<file path="config.mk">
export PLATFORM = sky130hd
export DESIGN_NAME = s_mem_arbiter
export DESIGN_NICKNAME = d
export VERILOG_FILES = /design/src/rtl/s_mem_arbiter.sv
export SDC_FILE = /design/constraint.sdc
export NUM_CORES = 1
export LEC_CHECK = 0
export CORE_AREA = 3 3 72 74
export DETAILED_ROUTE_END_ITERATION = 8
export DIE_AREA = 0 0 75 77
export PLACE_DENSITY = 0.8
export SETUP_SLACK_MARGIN = 0.05
export SLEW_MARGIN = 15
export SYNTH_ARGS = -nofsm -noshare
export SYNTH_HDL_FRONTEND = slang
export SYNTH_SLANG_ARGS = --single-unit
</file>
<file path="constraint.sdc">
create_clock -name clk -period 5.75 [get_ports clk]
set_clock_uncertainty 0.1 [all_clocks]
set_input_delay 0.575 -clock clk [delete_from_list [all_inputs] [get_ports clk]]
set_output_delay 0.575 -clock clk [all_outputs]
set_load 0.005 [all_outputs]
</file>
<file path="src/rtl/s_mem_arbiter.sv">
// s_mem_arbiter: round-robin arbiter sharing one single-port 256x8 memory
// between NREQ engines. It issues at most one access per cycle, can lock
// ownership for atomic read-modify-write sequences, and flags reads with a
// one-hot rvalid RD_LAT cycles after their grant.
module s_mem_arbiter #(
    parameter int NREQ     = 3,
    parameter int RD_LAT   = 1,
    parameter int LOCK_MAX = 64
) (
    input  logic              clk,
    input  logic              reset,
    input  logic [NREQ-1:0]   req,
    input  logic [NREQ-1:0]   lock,
    input  logic [NREQ-1:0]   we,
    input  logic [NREQ*8-1:0] addr,
    input  logic [NREQ*8-1:0] wdata,
    output logic [NREQ-1:0]   gnt,
    output logic [NREQ-1:0]   rvalid,
    output logic [7:0]        rdata,
    output logic [7:0]        mem_address,
    output logic [7:0]        mem_data,
    output logic              mem_wren,
    input  logic [7:0]        mem_q,
    output logic              lock_err
);

    localparam int IDX_W = (NREQ > 1) ? $clog2(NREQ) : 1;
    localparam int CNT_W = $clog2(LOCK_MAX + 1);

    typedef enum logic {ST_IDLE, ST_OWNED} state_t;

    state_t             state_q;
    logic [IDX_W-1:0]   owner_q;
    logic [IDX_W-1:0]   rr_ptr_q;
    logic [CNT_W-1:0]   lock_cnt_q;
    logic               lock_err_q;
    logic               blocked_q [NREQ];
    logic [NREQ-1:0]    rd_pipe_q [RD_LAT];

    logic               pick_valid;
    logic [IDX_W-1:0]   pick_idx;
    logic [IDX_W-1:0]   cand;
    logic [NREQ-1:0]    gnt_c;
    logic               force_rel;

    // Round-robin pick: first requester at or after rr_ptr, wrapping.
    always_comb begin
        pick_valid = 1'b0;
        pick_idx   = '0;
        cand       = '0;
        for (int i = 0; i < NREQ; i++) begin
            cand = IDX_W'((int'(rr_ptr_q) + i) % NREQ);
            if (!pick_valid && req[cand]) begin
                pick_valid = 1'b1;
                pick_idx   = cand;
            end
        end
    end

    // Grant decode: free arbitration in IDLE, owner-only while OWNED.
    // A dropped lock ends ownership without a grant in that cycle.
    always_comb begin
        gnt_c = '0;
        if (!reset) begin
            if (state_q == ST_IDLE) begin
                if (pick_valid) gnt_c[pick_idx] = 1'b1;
            end else if (lock[owner_q] && req[owner_q]) begin
                gnt_c[owner_q] = 1'b1;
            end
        end
    end

    // The last OWNED cycle the owner is allowed before being evicted.
    assign force_rel = (state_q == ST_OWNED) && lock[owner_q] &&
                       (lock_cnt_q == CNT_W'(LOCK_MAX - 1));

    // Memory port mux driven by the one-hot grant; idle port reads as zero.
    always_comb begin
        mem_address = '0;
        mem_data    = '0;
        mem_wren    = 1'b0;
        for (int k = 0; k < NREQ; k++) begin
            if (gnt_c[k]) begin
                mem_address = addr[8*k +: 8];
                mem_data    = wdata[8*k +: 8];
                mem_wren    = we[k];
            end
        end
    end

    // Arbitration FSM: round-robin pointer, lock ownership and hold timer.
    always_ff @(posedge clk) begin
        if (reset) begin
            state_q    <= ST_IDLE;
            owner_q    <= '0;
            rr_ptr_q   <= '0;
            lock_cnt_q <= '0;
            lock_err_q <= 1'b0;
        end else begin
            case (state_q)
                ST_IDLE: begin
                    if (pick_valid) begin
                        rr_ptr_q <= IDX_W'((int'(pick_idx) + 1) % NREQ);
                        if (lock[pick_idx] && !blocked_q[pick_idx]) begin
                            state_q    <= ST_OWNED;
                            owner_q    <= pick_idx;
                            lock_cnt_q <= '0;
                        end
                    end
                end
                ST_OWNED: begin
                    if (!lock[owner_q]) begin
                        state_q    <= ST_IDLE;
                        lock_cnt_q <= '0;
                    end else if (force_rel) begin
                        state_q    <= ST_IDLE;
                        lock_cnt_q <= '0;
                        lock_err_q <= 1'b1;
                    end else begin
                        lock_cnt_q <= lock_cnt_q + 1'b1;
                    end
                end
                default: state_q <= ST_IDLE;
            endcase
        end
    end

    // Per-requester re-lock ban after eviction; cleared once lock is released.
    genvar gi;
    generate
        for (gi = 0; gi < NREQ; gi++) begin : g_block
            always_ff @(posedge clk) begin
                if (reset)
                    blocked_q[gi] <= 1'b0;
                else if (force_rel && (owner_q == IDX_W'(gi)))
                    blocked_q[gi] <= 1'b1;
                else if (!lock[gi])
                    blocked_q[gi] <= 1'b0;
            end
        end
    endgenerate

    // Read-tracking pipe entry: one-hot id of a granted read.
    always_ff @(posedge clk) begin
        if (reset)
            rd_pipe_q[0] <= '0;
        else
            rd_pipe_q[0] <= gnt_c & ~we;
    end

    // Remaining read-latency stages.
    generate
        for (gi = 1; gi < RD_LAT; gi++) begin : g_rd_stage
            always_ff @(posedge clk) begin
                if (reset)
                    rd_pipe_q[gi] <= '0;
                else
                    rd_pipe_q[gi] <= rd_pipe_q[gi-1];
            end
        end
    endgenerate

    assign gnt      = gnt_c;
    assign rvalid   = rd_pipe_q[RD_LAT-1] & {NREQ{~reset}};
    assign rdata    = mem_q;
    assign lock_err = lock_err_q & ~reset;

endmodule

</file>
==> results of run 1 <==
## cell families (layout without fill, tap and decap cells)
family	count (synthesis)	count (layout)
muxes	4	4
DFF	19	19
buffers and inverters	29	96
adders and majority gates	7	7
and+or+nand+nor	93	93
AOI/OAI and AO/OA	85	85
## worst max-delay path: stages
cell and delay (ns):
clkdlybuf4s50_1 0.56, and3b_2 0.32, o21ai_0 0.21, o21ai_0 0.19, nor2_1 0.19, inv_1 0.06
ha_1 0.21, and3_1 0.17, a22oi_1 0.18, nand2_1 0.41, a32oi_1 0.38, a21oi_2 0.09
clkdlybuf4s50_1 0.49
## stage by stage
stage	worst slack (ns)	area (µm²)
3_5_place_dp	1.06	2560
4_1_cts	1.03	2610
2_1_floorplan	2.32	1820
3_3_place_gp	1.10	2560
6_report	1.02	2610
5_1_grt	0.638	2610
## Yosys cell counts, drive strengths merged (3+ instances only)
master / count / area (µm²)
nor2: 32 / 123
a21oi: 25 / 148
a32oi: 17 / 168
buf: 17 / 141
dfxtp: 16 / 320
nor2b: 16 / 108
o21ai: 16 / 80.1
nand2: 14 / 52.6
inv: 10 / 37.5
ha: 7 / 87.6
nor3: 7 / 35.0
o211ai: 5 / 37.5
a211oi: 4 / 35.0
mux2i: 4 / 40.0
nand2b: 4 / 25.0
nand3: 4 / 20.0
a31oi: 3 / 18.8
and2: 3 / 18.8
edfxtp: 3 / 90.1
o21a: 3 / 22.5
## layer usage
layer,wire length (µm),GRT usage (%)
met3,328,4.19
met1,2190,22.1
met4,72,5.69
met5,0,0
met2,2460,29.4
## final cells by class
type                    instances  area, µm²  share of cell area (%)
inverters                      10       37.5                    1.44
repair buffers                 82        821                    31.5
multi-input cells             189       1230                    47.0
flip-flops and latches         19        410                    15.7
clock inverters                 1       5.00                   0.192
clock buffers                   3       41.3                    1.58
well taps                      54       67.6                    2.59
## report_power, final
part	internal [mW]	total [mW]	switching [mW]	leakage, nW
combinational	0.338	0.676	0.338	0.762
clock	0.0481	0.0918	0.0437	0.0255
sequential	0.153	0.170	0.0163	0.163
total	0.539	0.937	0.398	0.950
## state kept, by name, summed over array words and instances, names as in the netlist
signal / flops
lock_cnt_q: 7
blocked_q: 3
rd_pipe_q: 3
owner_q: 2
rr_ptr_q: 2
lock_err_q: 1
state_q: 1
## worst paths after layout
path	from	end	depth (start not counted)
worst max-delay path	req[2]	mem_address[6]	13
worst min-delay path	lock_err_q$_SDFFE_PP0P_	lock_err_q$_SDFFE_PP0P_	2
worst min register to register	lock_err_q$_SDFFE_PP0P_	lock_err_q$_SDFFE_PP0P_	2
worst max register to register	rr_ptr_q[0]$_SDFFE_PP0P_	rd_pipe_q[0][2]$_SDFF_PP0_	10
==> results.yml, run 1 <==
yosys:
  synth_edf_count: 3
  netlist_area_um2: 1820
  synth_top_family_by_area: "compound AO/OA/AOI/OAI gates"
  synth-seq-cells: 19
  synthAdderAreaFrac_pct: 4.80
  synth_compound_gate_area_share_pct: 34.3
  syn_nets: 311
  ys_warn_count: 0
  synth_mux_area_share_pct: 2.20
  synthSimpleGateAreaFrac_pct: 25.9
  synth_xor_area_share_pct: 0
  synth-seq-area-share_pct: 22.5
  avgSynthCellArea_um2: 7.69
  synth_ff_type: "dfxtp_1"
  synth_cell_type_count: 50
  async_flop_share_pct: 0
  netlist_instances: 237
power:
  power_uw: 937
  ir_drop_mv: 0.174
  power_density_nw_per_um2: 359
  leakage_nw: 0.950
floorplanning:
  core_um2: 4660
  io_pins: 99
  die_area_um2: 5780
  die_width_um: 75
  initial_core_util_pct: 39.1
  row_count: 25
  die_h_um: 77
clock_tree:
  cts_buffers: 3
  postCtsSetupBuffers: 0
  cts_sinks: 19
  insertion_delay_ns: 0.26
  cts_resized: 0
  cts-hold-fix-buffers: 0
  cts.clk_slew.worst_paths_ns: 0.07
  tritoncts: "built"
  clockRootBuffer: "clkbuf_8"
  clock_path_buffers: 2
  ctsHtreeMaxLevel: 1
place:
  hpwl_um: 3940
  portBuffers: 82
  gp_congestion: 0.834
  dp_cells: 354
timing:
  fin_crit_sh_pct: 82.2
  holdWs_ns: 0.376
  rsz0062_at_grt: "false"
  hold_viol: 0
  min_period_ns: 4.73
  worst_pin_slew_ns: 0.930
  maxSlewViolCount: 0
  setup_viol: 0
  slew_headroom_pct: 38.0
  setup_tns_ns: 0
  max_freq_mhz: 211
finish:
  final_cells: 358
  layout-drive-gt1-share_pct: 5.59
  final_util_pct: 56.0
  final_common_cell: "clkdlybuf4s50_1"
  layout_common_cells: "82 x clkdlybuf4s50_1, 31 x nor2_1, 21 x a21oi_1"
  antenna_cells: 0
  fillers: 425
  num-nets-final: 379
  area_growth_pct: 43.1
worst_hold_path:
  min_path_type: "reg -> reg"
drt:
  drc: 0
  initialDrtViolationCount: 165
  routedWlPerCell_um: 14.1
  wl_um: 5060
  drtAntennaViolNets: 0
  via_count: 1943
  viasPerCell: 5.43
  drt_first_pass_iters: 4
worst_setup_path:
  worstSetupEndpointType: "output pin"
  arrival_ns: 4.05
  cp_max_fo: 18
  critPathRequiredTime_ns: 5.08
  worstSetupPathType: "in -> out"
  rrSetupSlack_ns: 2.44
  start_kind: "input pin"
global_routing:
  grt_max_degree: 35
  grt_pass1_wl_um: 8250
  grt_usage_pct: 17.7
  antenna_found_initial: 0
  grt-ovfl-total: 0
  grt_pass1_vias: 1911
run_status:
  outcome: "finished clean"
job:
  drv_cap: 0
Note: power is estimated with default switching activity, not from simulation.
==> run 2, diff against run 1 <==
--- a/config.mk
+++ b/config.mk
@@ -5,10 +5,10 @@
 export SDC_FILE = /design/constraint.sdc
 export NUM_CORES = 1
 export LEC_CHECK = 0
-export CORE_AREA = 3 3 72 74
+export CORE_AREA = 3 3 76 78
 export DETAILED_ROUTE_END_ITERATION = 8
-export DIE_AREA = 0 0 75 77
-export PLACE_DENSITY = 0.8
+export DIE_AREA = 0 0 79 81
+export PLACE_DENSITY = 0.76
 export SETUP_SLACK_MARGIN = 0.05
 export SLEW_MARGIN = 15
 export SYNTH_ARGS = -nofsm -noshare
==> constraint.sdc (replaced) <==
create_clock -name clk -period 3.85 [get_ports clk]
set_clock_uncertainty 0.1 [all_clocks]
set_input_delay 0.385 -clock clk [delete_from_list [all_inputs] [get_ports clk]]
set_output_delay 0.385 -clock clk [all_outputs]
set_load 0.005 [all_outputs]
==> run 2 against run 1 <==
  * Die area rose by 11%
  * Combinational power rose by 69%
  * Register-to-register slack got worse by 1.2 ns
  * Sequential power rose by 52%
  * Design area rose by 11%
  * Wire length rose by 14%
  * Critical path type is now reg -> out
  * Largest power group unchanged
  * Highest routed layer unchanged
==> results.yml, run 2 (synthesis results as in run 1) <==
run_status:
  outcome: "finished clean"
power:
  leakage_nw: 1.31
  power_density_nw_per_um2: 532
  power_mw: 1.54
  ir_drop_mv: 0.283
floorplanning:
  initial_core_util_pct: 35.5
  io_pins: 99
  die_area_um2: 6400
  core_um2: 5140
  die_width_um: 79
  die_h_um: 81
  row_count: 26
timing:
  min_period_ns: 3.62
  maxSlewViolCount: 0
  rsz0062_at_grt: "false"
  setup_viol: 0
  worst_pin_slew_ns: 0.905
  max_freq_mhz: 276
  setup_tns_ns: 0
  slew_headroom_pct: 39.3
  hold_viol: 0
  holdWs_ns: 0.374
  fin_crit_sh_pct: 94.1
drt:
  drtAntennaViolNets: 0
  viasPerCell: 5.26
  wl_um: 5780
  via_count: 2069
  drc: 0
  initialDrtViolationCount: 187
  drt_first_pass_iters: 4
  routedWlPerCell_um: 14.7
place:
  portBuffers: 82
  dp_cells: 386
  hpwl_um: 4380
  place_area_um2: 2740
  gp_congestion: 0.847
clock_tree:
  cts-hold-fix-buffers: 0
  cts_sinks: 19
  insertion_delay_ns: 0.26
  tritoncts: "built"
  clock_path_buffers: 2
  clockRootBuffer: "clkbuf_8"
  cts.clk_slew.worst_paths_ns: 0.08
  cts_buffers: 3
  ctsHtreeMaxLevel: 1
worst_hold_path:
  min_path_type: "reg -> reg"
worst_setup_path:
  cp_max_fo: 15
  arrival_ns: 3.14
  critPathRequiredTime_ns: 3.37
  worstSetupEndpointType: "output pin"
  worstSetupPathType: "reg -> out"
  start_kind: "flop"
finish:
  largest_reg_flops: 7
  final_cell_area_um2: 2900
  layout-drive-gt1-share_pct: 14.6
  area_growth_pct: 59.0
  antenna_cells: 0
  fillers: 491
  reg_top3: "lock_cnt_q x7, blocked_q x3, rd_pipe_q x3"
  layout_common_cells: "65 x clkdlybuf4s50_1, 31 x nor2_1, 21 x a21oi_1"
  top_register: "lock_cnt_q"
  final_cells: 393
  num-nets-final: 398
  final_common_cell: "clkdlybuf4s50_1"
global_routing:
  grt_pass1_vias: 1991
  antenna_found_initial: 0
  grt_usage_pct: 17.9
  grt_max_degree: 35
  grt-ovfl-total: 0
  grt_pass1_wl_um: 9230
job:
  drv_cap: 0
## run 2: changes by cell type in the layout (fill, tap and decap cells not counted), moves of 3 or more
cell             change
clkdlybuf4s50_1     -17
buf_4               +16
dlymetal6s2s_1      +16
ha_1                 -5
ha_2                 +4
o21ai_0              -4
buf_12               +3
## run 2: cell type report
cell class,count,area (µm²),area share (%)
flip-flops and latches,19,413,14.2
inverters,10,37.5,1.30
well taps,70,87.6,3.02
clock buffers,3,41.3,1.42
clock inverters,1,5.00,0.173
repair buffers,101,1040,35.9
multi-input cells,189,1270,44.0
## run 2: stage by stage
stage	worst slack, ns	utilization (%)
floorplan	0.612	-
detailed placement	0.0819	53.3
finish	0.226	56.4
global route	0.0754	56.4
global placement	0.109	53.3
CTS	0.0746	54.7
## run 2: path summary, 6_finish.rpt
check | start | endpoint | slack [ns] | depth (start not counted)
max | rr_ptr_q[0]$_SDFFE_PP0P_ | gnt[1] | 0.23 | 14
min | lock_err_q$_SDFFE_PP0P_ | lock_err_q$_SDFFE_PP0P_ | 0.37 | 2
max reg2reg | rr_ptr_q[1]$_SDFFE_PP0P_ | lock_cnt_q[1]$_SDFFE_PP0P_ | 1.24 | 9
min reg2reg | lock_err_q$_SDFFE_PP0P_ | lock_err_q$_SDFFE_PP0P_ | 0.37 | 2
## run 2: critical path, cell delays in order (launching register included)
cell             delay (ns)
dfxtp_2                0.35
inv_1                  0.09
ha_4                   0.31
nand2_1                0.08
or3_4                  0.39
o21ai_4                0.14
nor2_1                 0.08
inv_1                  0.08
ha_2                   0.20
and3_1                 0.17
o31ai_1                0.09
nand2_1                0.12
buf_12                 0.15
buf_4                  0.12
clkdlybuf4s50_1        0.50
## run 2: what timing repair did
item | 4_1_cts | 5_1_grt
pin swaps | 0 | 2
setup buffers | 0 | 3
endpoints found under the setup margin | 17 | 16
resized for setup | 12 | 22
## run 2: where the power goes
part,switching [mW],internal [mW]
Clock,0.0701,0.0720
Sequential,0.0272,0.231
Combinational,0.539,0.601
Total,0.637,0.903
## run 2: layer usage
metal,vias to the layer above,part of all wire [%],GRT usage [%]
li1,1042,-,-
met1,956,42,21.1
met2,65,51,33.2
met3,6,5.9,3.33
met4,0,1.6,5.15
met5,-,0,0
==> run 3, diff against run 2 <==
--- a/config.mk
+++ b/config.mk
@@ -14,3 +14,4 @@
 export SYNTH_ARGS = -nofsm -noshare
 export SYNTH_HDL_FRONTEND = slang
 export SYNTH_SLANG_ARGS = --single-unit
+export TNS_END_PERCENT = 30
==> constraint.sdc (replaced) <==
create_clock -name clk -period 3.85 [get_ports clk]
set_clock_uncertainty 0.1 [all_clocks]
set_input_delay 0.385 -clock clk [delete_from_list [all_inputs] [get_ports clk]]
set_output_delay 0.385 -clock clk [all_outputs]
set_load 0.02 [all_outputs]
==> run 3 against run 2 <==
  * Design area down 6.4%
  * Sequential share of layout area up 0.89 points
  * Combinational power about the same
  * Count of clock-buffer cells in the layout unchanged
  * Die area unchanged
  * Largest power group unchanged
  * Clock power about the same
  * Critical path depth up 1
==> results.yml, run 3 (synthesis results as in run 1) <==
run_status:
  outcome: "finished clean"
clock_tree:
  ctsHtreeMaxLevel: 1
  tritoncts: "built"
  insertion_delay_ns: 0.26
  cts_sinks: 19
  cts.clk_slew.worst_paths_ns: 0.08
  cts_buffers: 3
  clockRootBuffer: "clkbuf_8"
  clock_path_buffers: 2
worst_hold_path:
  min_path_type: "reg -> reg"
  worstHoldStart: "lock_err_q$_SDFFE_PP0P_"
worst_setup_path:
  critPathRequiredTime_ns: 3.37
  crit_buf_inv: 4
  crit_chain: "inv_1 > ha_2 > and3b_1 > o21ai_0 > nor3_1 > nor2_1 > inv_1 > ha_1 > and3_1 > a22oi_1 > nand2_1 > buf_4 > a32oi_1 > a21oi_2 > clkbuf_2"
  startpoint: "rr_ptr_q[0]$_SDFFE_PP0P_"
  cp_slowest_cell: "dfxtp_1"
  worstSetupPathType: "reg -> out"
  cp_max_fo: 11
  r2r-start: "rr_ptr_q[0]$_SDFFE_PP0P_"
  crit_top_cell: "inv_1"
  slowest_delay_ns: 0.36
  start_kind: "flop"
  crit_family: "simple AND/OR/NAND/NOR gates"
  worstSetupEndpointType: "output pin"
  arrival_ns: 3.02
timing:
  holdWs_ns: 0.370
  fin_crit_sh_pct: 91.1
  rsz0062_at_grt: "false"
  min_period_ns: 3.51
  slew_headroom_pct: 39.4
  maxSlewViolCount: 0
  max_freq_mhz: 285
  setup_tns_ns: 0
  hold_viol: 0
  worst_pin_slew_ns: 0.903
  setup_viol: 0
global_routing:
  grt-ovfl-total: 0
  grt_pass1_vias: 1991
  grt_usage_pct: 17.0
  antenna_found_initial: 0
  grt_pass1_wl_um: 8950
  grt_max_degree: 35
floorplanning:
  initial_core_util_pct: 35.5
  row_count: 26
  die_h_um: 81
  core_um2: 5140
  die_width_um: 79
  die_area_um2: 6400
  io_pins: 99
drt:
  initialDrtViolationCount: 129
  drt_first_pass_iters: 4
  wl_um: 5350
  routedWlPerCell_um: 13.7
  drc: 0
  viasPerCell: 5.17
  drtAntennaViolNets: 0
  via_count: 2025
finish:
  antenna_cells: 0
  area_growth_pct: 48.7
  reg_top3: "lock_cnt_q x7, blocked_q x3, rd_pipe_q x3"
  layout-drive-gt1-share_pct: 16.5
  num-nets-final: 397
  top_register: "lock_cnt_q"
  multi_input_area_um2: 1230
  largest_reg_flops: 7
  layout_common_cells: "63 x clkdlybuf4s50_1, 31 x nor2_1, 21 x a21oi_1"
  register_area_um2: 410
  final_util_pct: 52.8
  fillers: 532
  final_common_cell: "clkdlybuf4s50_1"
power:
  p_comb_share_pct: 74.5
  p_switching_uw: 757
  power_frac_clock_pct: 9.2
  leakage_nw: 1.10
  ir_drop_mv: 0.319
  intPower_uw: 793
  power_density_nw_per_um2: 572
  pwr-share-seq_pct: 16.3
  swShare_pct: 48.8
place:
  gp_congestion: 0.885
  portBuffers: 82
  hpwl_um: 4370
job:
  drv_cap: 0
-- run 3: changes by cell type in the layout (fill, tap and decap cells not counted), sizes merged --
cell	delta
buf	-1
dlygate4sd2	-1
clkdlybuf4s50	-2
dlymetal6s2s	-14
clkbuf	+17
-- run 3: worst paths after layout --
path / end / slack, ns / depth (start not counted)
worst max-delay path: mem_address[6] / 0.34 / 15
worst min-delay path: lock_err_q$_SDFFE_PP0P_ / 0.37 / 2
worst max register to register: lock_cnt_q[2]$_SDFFE_PP0P_ / 1.15 / 9
worst min register to register: lock_err_q$_SDFFE_PP0P_ / 0.37 / 2
-- run 3: area by class of cell --
type	count	area share [%]
multi-input combinational	189	45.3
inverter	10	1.38
tap	70	3.23
clock inverter	1	0.185
clock buffer	3	1.52
sequential	19	15.1
timing repair buffer	100	33.2
-- run 3: worst register-to-register path, cell delays in order, from the launching register on --
cell and delay, ns:
dfxtp_1 0.36, inv_1 0.09, ha_2 0.40, nor2b_1 0.08, o21ai_1 0.23, a21o_2 0.20, inv_1 0.10, a211oi_1 0.75
nand2_1 0.12, o211ai_1 0.19
-- run 3: per-stage QoR --
step | total power, mW | instance area, µm² | std cells | setup slack [ns]
3_3_place_gp | 1.51 | 2740 | 388 | 0.0628
2_1_floorplan | 1.04 | 1820 | 237 | 0.368
4_1_cts | 1.58 | 2770 | 392 | 0.0707
6_report | 1.55 | 2710 | 392 | 0.342
5_1_grt | 1.67 | 2710 | 392 | 0.0516
3_5_place_dp | 1.51 | 2740 | 388 | 0.0906
-- run 3: power by group through the flow --
| stage | sequential, mW | combinational (mW) | clock, mW |
|---|---|---|---|
| after floorplan | 0.250 | 0.795 | 0 |
| after global placement | 0.257 | 1.25 | 0 |
| after detailed placement | 0.257 | 1.26 | 0 |
| after CTS | 0.253 | 1.18 | 0.147 |
| after global routing | 0.258 | 1.26 | 0.156 |
| final | 0.253 | 1.15 | 0.143 |
-- run 3: layer usage --
layer | global-route usage [%] | wire length, µm | vias to the layer above
met1 | 20.8 | 2300 | 915
li1 | - | - | 1037
met4 | 3.09 | 25 | 0
met5 | 0 | 0 | -
met2 | 31.1 | 2640 | 71
met3 | 3.44 | 379 | 2
-- run 3: what timing repair did --
action | CTS | global route
endpoints found under the hold margin | 0 | 0
setup endpoints to repair | 19 | 19
hold buffers | 0 | 0
cloned | 0 | 0
resized for setup | 18 | 38
buffers inserted | 0 | 0
==> variant 1: new RTL, config.mk and constraints of run 2 <==
Make the reset (`reset`) asynchronous in 4 clocked blocks.
--- a/src/rtl/s_mem_arbiter.sv
+++ b/src/rtl/s_mem_arbiter.sv
@@ -90,5 +90,5 @@
 
     // Arbitration FSM: round-robin pointer, lock ownership and hold timer.
-    always_ff @(posedge clk) begin
+    always_ff @(posedge clk or posedge reset) begin
         if (reset) begin
             state_q    <= ST_IDLE;
@@ -130,5 +130,5 @@
     generate
         for (gi = 0; gi < NREQ; gi++) begin : g_block
-            always_ff @(posedge clk) begin
+            always_ff @(posedge clk or posedge reset) begin
                 if (reset)
                     blocked_q[gi] <= 1'b0;
@@ -142,5 +142,5 @@
 
     // Read-tracking pipe entry: one-hot id of a granted read.
-    always_ff @(posedge clk) begin
+    always_ff @(posedge clk or posedge reset) begin
         if (reset)
             rd_pipe_q[0] <= '0;
@@ -152,5 +152,5 @@
     generate
         for (gi = 1; gi < RD_LAT; gi++) begin : g_rd_stage
-            always_ff @(posedge clk) begin
+            always_ff @(posedge clk or posedge reset) begin
                 if (reset)
                     rd_pipe_q[gi] <= '0;
Formal check against the unedited RTL: same outputs for any inputs over 4 cycles, from zero or initial values and one cycle with reset high; that may be too few to reach the edited logic, so the function may still have changed.
==> variant 1 against run 2 <==
- die area unchanged
- via count decreased by 9.1%
- combinational power is 11% higher
- synthesized area shrank 1.2%
- final area is 0.86% lower
- highest routed layer unchanged
- synthesized cell count decreased by 8.9%
- largest power group unchanged
- sequential cell count unchanged
- cell count decreased by 4.3%
- routed wire length is 2.2% higher
- setup slack worse by 0.20 ns
- total power up 9.3%
==> variant 1: results (changes against run 2) <==
Hold_sp - lock_err_q
First-pass GRT wire length - 8700 um (-5.8%)
Ys async rst share - 100% (+100 points)
Switching Fraction - 41.5% (+0.19 points)
Mux cell area share after synthesis - 4.72% (+2.5 points)
Xor/xnor share of the synthesized area - 0.486% (+0.49 points)
Mean post-synth cell area - 8.34 um^2 (+8.4%)
Post-synthesis sequential area ratio - 26.4% (+3.9 points)
CP Max Fanout - 7 (-8)
Vias in the first global route - 1828 (-8.2%)
Worst-margin pin slew - 0.559 ns (-0.346 ns)
Post-Syn Nets - 290 (-6.8%)
Placer congestion estimate - 0.852 (+0.65%)
R2R Path Start - rr_ptr_q[1]
Layout cells sized above 1 - 21.6% (+7.0 points)
Filler cell count - 493 (+0.41%)
DR vias - 1880 (-9.1%)
R2R setup slack - 1.14 ns (-0.10 ns)
Synth unique cells - 46 (-8.0%)
Status - finished, final reports clean
Worst Hold Path Cells - 1 (-1)
Area contributors post-synth - dfrtp_1 26%, inv_1 9.2%, o221ai_2 8.3%
Lkg Pwr - 1.41 nW (+7.7%)
# nets final - 381 (-4.3%)
Compound-Gate Fraction of Synth Area - 26.3% (-8.1 points)
Drt initial violations - 103 (-45%)
variant 1: worst max path at each step:
stage                     endpoint  cells past startpoint  slack, ns
finish                    mem_wren                     14       0.03
global route              mem_wren                     15      -0.18
CTS                       mem_wren                     15       0.03
detailed placement        mem_wren                     14       0.10
global placement          mem_wren                     15       0.15
floorplan           mem_address[5]                     14       0.61
variant 1: kinds of logic after synthesis:
logic type               Yosys count
AND/OR/NAND/NOR                   72
buffers and inverters             60
AO/OA/AOI/OAI                     49
flip-flops                        19
multiplexers                       8
adder cells (fa/ha/maj)            7
XOR/XNOR                           1
variant 1: critical path, cell delays in order, from the launching register on:
cell and delay (ns):
dfrtp_1 0.46, ha_4 0.34, mux2i_1 0.22, or2_1 0.15, and4_4 0.24, nor2_2 0.04
inv_1 0.05, ha_1 0.13, inv_1 0.04, o32a_1 0.40, nor2_4 0.15, buf_6 0.14
a21oi_1 0.07, a21oi_1 0.14, clkdlybuf4s50_1 0.51
variant 1: layout make-up:
class                      instances  area, um^2  area share (%)
clock buffer                       3        41.3            1.44
multi-input combinational        137        1120            38.9
tap                               70        87.6            3.05
inverter                          44         165            5.75
sequential                        19         475            16.6
timing repair buffer             102         981            34.1
clock inverter                     1        5.00           0.174
variant 1: power by group through the flow:
stage                     clock, mW  combinational [mW]  sequential (mW)
after global placement            0                1.15            0.284
after floorplan                   0               0.695            0.276
after detailed placement          0                1.15            0.287
after CTS                     0.145                1.19            0.283
final                         0.138                1.26            0.286
after global routing          0.149                1.37            0.291
variant 1: what timing repair did:
action / in CTS / in global routing
hold endpoints to repair: 0 / 0
gates cloned: 1 / 2
endpoints found under the setup margin: 18 / 12
resized for setup: 24 / 37
buffers inserted: 5 / 1
pin swaps: 2 / 3
variant 1: metal layers:
metal / GRT usage [%] / vias to the layer above / part of all wire (%)
li1: - / 935 / -
met1: 22.1 / 878 / 42
met2: 28.8 / 55 / 53
met3: 2.77 / 12 / 3.0
met4: 4.30 / 0 / 1.9
met5: 0 / - / 0
==> variant 2: new RTL, config.mk and constraints of run 2 <==
Without the edit above. Change the parameter `RD_LAT` from 1 to 2.
--- a/src/rtl/s_mem_arbiter.sv
+++ b/src/rtl/s_mem_arbiter.sv
@@ -5,5 +5,5 @@
 module s_mem_arbiter #(
     parameter int NREQ     = 3,
-    parameter int RD_LAT   = 1,
+    parameter int RD_LAT   = 2,
     parameter int LOCK_MAX = 64
 ) (
Check against the original RTL: not equivalent (Yosys sat finds a counterexample within 4 cycles, from zero or initial values and one cycle with reset high).
==> variant 2 against run 2 <==
- first-iteration DRC count increased by 21%
- routed wire length rose by 12%
- total power up 9.8%
- highest routed layer unchanged
- cell count rose by 1.0%
- register-to-register slack got worse by 0.14 ns
- setup slack got worse by 0.023 ns
- final area rose by 2.5%
- combinational power increased by 9.6%
- sequential share of layout area rose by 1.7 points
- utilization increased by 1.4 points
- synthesized area rose by 3.2%
- sequential cell count up 3
==> variant 2: results (changes against run 2) <==
R2R Path Start - rr_ptr_q[0]
Pre-CTS setup slack - -0.0215 ns (-0.103 ns)
Dpl cell area - 2790 um^2 (+1.7%)
Hold_sp - lock_cnt_q[6]
Post-synthesis sequential area ratio - 25.0% (+2.5 points)
DRT Wirelength - 6450 um (+12%)
Grt met1 use - 25.5% (+4.3 points)
Reg2Reg Depth - 10 (+1)
Post-synth top cells - 29 x o21ai_0, 19 x dfxtp_1, 16 x a32oi_1, 15 x nor2b_1, 14 x nor2_1
Wire per inst - 16.3 um (+11%)
Area contributors post-synth - dfxtp_1 20%, o21ai_0 7.7%, a32oi_1 7.5%
Routed metal-1 wire length - 2680 um (+11%)
P&R area growth vs syn - 58.0%
Met2 Track Usage GR - 32.0% (-1.2 points)
Cts repair resizes - 25 (+13)
Post-Syn Nets - 318 (+2.3%)
# nets final - 402 (+1.0%)
Vias in the first global route - 2050 (+3.0%)
Crit path to - mem_address[0]
Placer congestion estimate - 0.912 (+7.6%)
Layout cells sized above 1 - 12.8% (-1.7 points)
Status - finished, final reports clean
Post-synthesis cell count - 244 (+3.0%)
Internal cell power - 957 uW (+5.9%)
All-Layer GR Usage - 18.9% (+1.0 points)
Met3 Wirelength - 297 um (-13%)
Setup bufs post-CTS - 4 (+4)
Lkg Pwr - 1.10 nW (-16%)
Post-route setup slack - 0.204 ns (-0.0227 ns)
Post-detail-place hpwl - 4790 um (+9.5%)
CP Max Fanout - 17 (+2)
Pin count of the biggest net entering global routing - 42 (+20%)
Drt initial violations - 226 (+21%)
First-pass GRT wire length - 10000 um (+8.7%)
FF-to-FF End - lock_cnt_q[3]
Power density over the cells - 570 nW/um^2 (+7.1%)
R2R setup slack - 1.10 ns (-0.14 ns)
Drt via density - 5.64 (+7.1%)
Flop+latch power - 297 uW (+15%)
Slew HR - 54.7% (+15 points)
[variant 2: cell type report]
class                           count  area, um^2
Clock buffer                        3        41.3
Clock inverter                      1        3.75
Fill cell                         484        2170
Inverter                           10        37.5
Multi-Input combinational cell    190        1320
Sequential cell                    22         474
Tap cell                           70        87.6
Timing Repair Buffer              101        1010
[variant 2: cells by family after synthesis]
family          count (synthesis)  synth area share (%)
compound gates                104                  37.5
simple gates                   74                  21.0
buf+inv                        32                  8.85
flops                          22                  25.0
fa+ha+maj                       7                  4.66
mux                             5                  2.93
[variant 2: worst register-to-register path: stages, from the launching register on]
cell and delay (ns):
dfxtp_4 0.36, inv_1 0.13, ha_4 0.24, buf_4 0.14, nor2b_1 0.18, o21ai_1 0.12, buf_4 0.18, a2111oi_0 0.61
nor2_1 0.29, o211ai_1 0.18, a31oi_1 0.10
